File: src/rtl/tiny_rv_fetch_queue.sv
// Decoupled instruction prefetcher with a DEPTH-entry {pc, inst} queue.
// Define TINY_RV_FQ_BYPASS_EN to forward a response straight to decode when the queue is empty.
module tiny_rv_fetch_queue #(
  parameter int              XLEN            = 32,
  parameter int              DEPTH           = 4,
  parameter int              MAX_OUTSTANDING = 4,
  parameter logic [XLEN-1:0] RESET_PC        = '0
) (
  input  logic                     i_clk,
  input  logic                     i_reset,
  input  logic                     i_redirect,
  input  logic [XLEN-1:0]          i_redirect_pc,
  output logic                     o_imem_req_valid,
  input  logic                     i_imem_req_ready,
  output logic [XLEN-1:0]          o_imem_req_addr,
  input  logic                     i_imem_rsp_valid,
  input  logic [31:0]              i_imem_rsp_data,
  output logic                     o_fetch_valid,
  input  logic                     i_fetch_ready,
  output logic [XLEN-1:0]          o_fetch_pc,
  output logic [31:0]              o_fetch_inst,
  output logic [$clog2(DEPTH):0]   o_count
);

  localparam int PW = $clog2(DEPTH);
  localparam int CW = PW + 1;
  localparam logic [CW:0]   DEPTH_C = (CW+1)'(DEPTH);
  localparam logic [CW-1:0] MAXO_C  = CW'(MAX_OUTSTANDING);

  logic [XLEN-1:0] req_pc;
  logic [XLEN-1:0] rsp_pc;
  logic [XLEN-1:0] tgt_pc;
  logic [XLEN-1:0] q_pc [DEPTH];
  logic [31:0]     q_inst [DEPTH];
  logic [PW-1:0]   rd_ptr;
  logic [PW-1:0]   wr_ptr;
  logic [CW-1:0]   count;
  logic [CW-1:0]   in_flight;
  logic [CW-1:0]   discard;
  logic [CW:0]     credit;
  logic            req_fire;
  logic            rsp_fresh;
  logic            rsp_drop;
  logic            head_valid;
  logic            byp;
  logic            q_push;
  logic            q_pop;

  assign tgt_pc   = {i_redirect_pc[XLEN-1:2], 2'b00};
  assign credit   = {1'b0, count} + {1'b0, in_flight};

  // Credits reserve a slot for every in-flight response, so a push never overflows.
  assign o_imem_req_valid = i_reset & ~i_redirect &
                            (credit < DEPTH_C) &
                            (in_flight < MAXO_C);
  assign o_imem_req_addr  = req_pc;

  assign req_fire   = o_imem_req_valid & i_imem_req_ready;
  assign rsp_fresh  = i_imem_rsp_valid & (discard == '0) & ~i_redirect;
  assign rsp_drop   = i_imem_rsp_valid & (discard != '0);
  assign head_valid = (count != '0);
  assign q_pop      = head_valid & i_fetch_ready;

`ifdef TINY_RV_FQ_BYPASS_EN
  assign byp = rsp_fresh & ~head_valid;
`else
  assign byp = 1'b0;
`endif

  assign q_push = rsp_fresh & ~(byp & i_fetch_ready);

  assign o_fetch_valid = head_valid | byp;
  assign o_fetch_pc    = head_valid ? q_pc[rd_ptr]   :
                         byp        ? rsp_pc         : '0;
  assign o_fetch_inst  = head_valid ? q_inst[rd_ptr] :
                         byp        ? i_imem_rsp_data : '0;
  assign o_count       = count;

  always_ff @(posedge i_clk or negedge i_reset) begin
    if (!i_reset) begin
      req_pc    <= RESET_PC;
      rsp_pc    <= RESET_PC;
      rd_ptr    <= '0;
      wr_ptr    <= '0;
      count     <= '0;
      in_flight <= '0;
      discard   <= '0;
    end else begin
      in_flight <= in_flight + CW'(req_fire) - CW'(i_imem_rsp_valid);
      if (i_redirect) begin
        req_pc  <= tgt_pc;
        rsp_pc  <= tgt_pc;
        rd_ptr  <= '0;
        wr_ptr  <= '0;
        count   <= '0;
        // Everything still in flight is stale; a response this cycle is dropped now.
        discard <= in_flight - CW'(i_imem_rsp_valid);
      end else begin
        if (req_fire)  req_pc  <= req_pc + XLEN'(4);
        if (rsp_fresh) rsp_pc  <= rsp_pc + XLEN'(4);
        if (rsp_drop)  discard <= discard - CW'(1);
        if (q_push)    wr_ptr  <= wr_ptr + PW'(1);
        if (q_pop)     rd_ptr  <= rd_ptr + PW'(1);
        count <= count + CW'(q_push) - CW'(q_pop);
      end
    end
  end

  always_ff @(posedge i_clk) begin
    if (q_push) begin
      q_pc[wr_ptr]   <= rsp_pc;
      q_inst[wr_ptr] <= i_imem_rsp_data;
    end
  end

endmodule

File: config.mk
export PLATFORM = sky130hd
export DESIGN_NAME = tiny_rv_fetch_queue
export DESIGN_NICKNAME = d
export VERILOG_FILES = /design/src/rtl/tiny_rv_fetch_queue.sv
export SDC_FILE = /design/constraint.sdc
export NUM_CORES = 1
export LEC_CHECK = 0
export CAP_MARGIN = 40
export CORE_UTILIZATION = 45
export CTS_CLUSTER_DIAMETER = 50
export DETAILED_ROUTE_END_ITERATION = 8
export MAX_ROUTING_LAYER = met4
export PLACE_DENSITY = 0.66
export SLEW_MARGIN = 10
export SYNTH_ARGS = -nofsm -noshare
export SYNTH_HDL_FRONTEND = slang
export SYNTH_SLANG_ARGS = --single-unit
File: constraint.sdc
create_clock -name i_clk -period 3.2 [get_ports i_clk]
set_input_delay 0.32 -clock i_clk [delete_from_list [all_inputs] [get_ports i_clk]]
set_output_delay 0.32 -clock i_clk [all_outputs]
set_load 0.005 [all_outputs]
==> flow_metrics.py <==
metrics = {
    "grt": {
        "grtUsageMet1": 0.276,
        "grt_start_max_net_pins": 64,
        "antenna_found_initial": 1,
        "use_met2": 0.296,
        "grt_usage": 0.198,
        "grtUsageMet3": 0.0374,
        "grt_pass1_wl_mm": 46.0,
        "top_usage_layer": "met2",
        "grt_pass1_vias": 8258,
        "grt-ovfl-total": 0,
    },
    "route": {
        "vias": 8121,
        "wire_per_inst_um": 19.7,
        "vias_per_cell": 5.53,
        "antenna_left": 0,
        "first_pass_iters": 5,
        "routed_wl_mm": 29.0,
        "drt_iter0_markers": 593,
        "drc": 0,
    },
    "floorplan": {
        "dieArea_um2": 31300,
        "start_util": 0.461,
        "core_region_area_um2": 29900,
        "die_x_um": 177,
        "ios": 171,
        "rows": 63,
        "die_h_um": 177,
    },
    "layout": {
        "fin_area_um2": 17200,
        "final_nets": 1136,
        "area_delta_synth_final_pct": 24.7,
        "drive_above_1_share": 0.160,
    },
    "yosys": {
        "ys_ff_latch": 321,
        "synth-async-reset-ratio": 0.227,
        "syn_inst": 865,
        "yosysTopAreaCellShare": 0.541,
        "syn-cell-area_um2": 13800,
        "synth_area_leader_cell": "edfxtp_1",
        "synth_top_cells_by_area": "edfxtp_1, dfrtp_1, mux4_2",
        "synth_edf_count": 248,
        "ys_warn_count": 0,
        "ys_types": 56,
        "synthFlopType": "edfxtp_1",
        "seq_area_frac_synth": 0.674,
        "avgSynthCellArea_um2": 15.9,
    },
    "worst_setup_path": {
        "rrSetupSlack_ps": 500,
        "crit_slowest_cell": "or3_2",
        "crit_cells": 4,
        "worstSetupPathType": "reg2out",
        "critPathLaunch": "o_count[1]$_DFF_PN0_",
        "critical_path_arrival_ps": 2590,
        "endpoint_kind": "output port",
        "required_ps": 2880,
        "critPathBufInv": 2,
        "crit-reg2reg-launch": "in_flight[2]$_DFF_PN0_",
        "crit_fanout": 63,
        "slowest_delay_ps": 510,
        "cp-start-kind": "register",
        "crit_chain": "or3_2 > buf_4 > and2_1 > clkdlybuf4s50_1",
        "reg2regPathDepth": 11,
        "critPathTopFamily": "buffers and inverters",
    },
    "clocking": {
        "cts_tree": "done",
        "postCtsResizedCells": 0,
        "clock-sinks": 321,
        "clk_pin_slew_ps": 60,
        "cts_hold_buf": 1,
        "clk_latency_ps": 520,
        "h-tree-depth": 2,
        "cts-root-buf": "clkbuf_16",
        "clockBufferDepth": 3,
        "cts_setup_buffers": 0,
        "numCtsBuffers": 38,
    },
    "outcome": {
        "outcome": "complete, no violations",
    },
    "power_and_ir_drop": {
        "powerDensity_nw_per_um2": 719,
        "peakVddDrop_mv": 0.543,
        "p_leak_nw": 5.83,
    },
    "timing": {
        "whs_ps": 390,
        "slew_violations": 0,
        "final-setup-viol-count": 0,
        "fmax_mhz": 343,
        "hold_viol_final": 0,
        "timing.final.crit_share": 0.911,
        "rsz0062_at_grt": "no",
        "slew_headroom": 0.581,
        "period_needed_ps": 2910,
        "worstMarginPinSlew_ps": 629,
        "clock_skew_ps": 23.2,
        "fin_tns_setup_ps": 0,
    },
    "placed_design": {
        "port_buffers": 164,
        "dpl_cell_area_um2": 15900,
        "dp_hpwl_mm": 17.9,
        "place.gp.congestion": 0.891,
    },
    "worst_hold_path": {
        "hold_path.class": "in2async",
    },
    "flow_run": {
        "maxCapViolCount": 0,
    },
}
## layout by cell type, fill, tap and decap left out, types with 10 or more instances in the layout
| cell type | netlist | final |
|---|---|---|
| clkbuf_16 | 0 | 41 |
| nand2_1 | 52 | 52 |
| xor2_1 | 18 | 18 |
| nor2_1 | 24 | 24 |
| nand4_1 | 27 | 27 |
| and2_1 | 66 | 66 |
| mux2_2 | 11 | 11 |
| buf_4 | 6 | 17 |
| nand3_1 | 25 | 25 |
| dfrtp_1 | 73 | 71 |
| nor3_1 | 10 | 10 |
| o21ai_0 | 33 | 33 |
| mux4_2 | 62 | 62 |
| inv_1 | 20 | 20 |
| xnor2_1 | 28 | 28 |
| clkdlybuf4s50_1 | 0 | 163 |
| edfxtp_1 | 248 | 248 |
| ha_1 | 16 | 16 |
## layer usage
metal / part of all wire / vias up
met5: 0 / -
met4: 0.022 / 0
met3: 0.072 / 56
met2: 0.45 / 312
met1: 0.45 / 4053
li1: - / 3700
## power breakdown
part           leakage (nW)  switching [mW]  internal [mW]  total [mW]
clock network         0.602            1.67           2.51        4.17
logic                  2.12            1.29           1.82        3.11
registers              3.11           0.265           4.77        5.04
total                  5.83            3.22           9.10        12.3
## cell families (layout without fill, tap and decap cells)
group                      count (synthesis)  after routing  synth area share
and+or+nand+nor                          258            258             0.109
buffers and inverters                     69            279            0.0226
other                                      1              5          0.000273
DFF                                      321            321             0.674
AOI/OAI and AO/OA                         77             77            0.0356
adders and majority gates                 18             18            0.0175
xor gates and xnor gates                  46             46            0.0293
muxes                                     75             75             0.112
## final cells by class
cell class	instances	area [um2]
timing repair buffer	187	1870
clock buffer	46	1040
sequential	321	9280
clock inverter	24	190
antenna	1	2.50
inverter	22	85.1
multi-input combinational	478	4190
fill	2349	12700
tap	390	488
## synthesized netlist by cell type (20+ instances only)
master      n
inv_1      20
nand3_1    25
nor2_1     24
clkbuf_1   28
dfrtp_1    73
nand2_1    52
o21ai_0    33
nand4_1    27
edfxtp_1  248
and2_1     66
xnor2_1    28
mux4_2     62
## flip-flops by register name (all words and copies together), names as in the netlist
signal and flops:
q_inst 128, q_pc 120, o_imem_req_addr 30, rsp_pc 30, discard 3, in_flight 3, o_count 3, rd_ptr 2
wr_ptr 2
## worst reg2reg max path, cell delays in order, from the launching register on
cell     delay (ps)
dfrtp_1         450
ha_1            330
nor4_4          160
and4_1          290
inv_4           140
ha_1            300
inv_1            60
ha_1            130
inv_1            50
fa_1            370
xnor2_1         190
xnor2_1         130
## path summary, 6_finish.rpt
check | endpoint
setup / recovery | o_fetch_pc[2]
hold / removal | o_imem_req_addr[11]$_DFFE_PN0P_
setup reg to reg | in_flight[2]$_DFF_PN0_
hold reg to reg | discard[1]$_DFFE_PN0P_
max in group asynchronous | rd_ptr[0]$_DFFE_PN0P_
min in group i_clk | rsp_pc[11]$_DFFE_PN0N_
## per-stage QoR
step,utilization,setup WS [ps],std cells,power (mW)
after CTS,0.574,269,1468,12.5
final,0.574,286,1469,12.3
after global placement,0.532,371,1397,8.27
after floorplan,-,94.2,868,6.73
after global routing,0.574,182,1469,13.0
after detailed placement,0.532,337,1397,8.31
(Power assumes the default switching activity.)
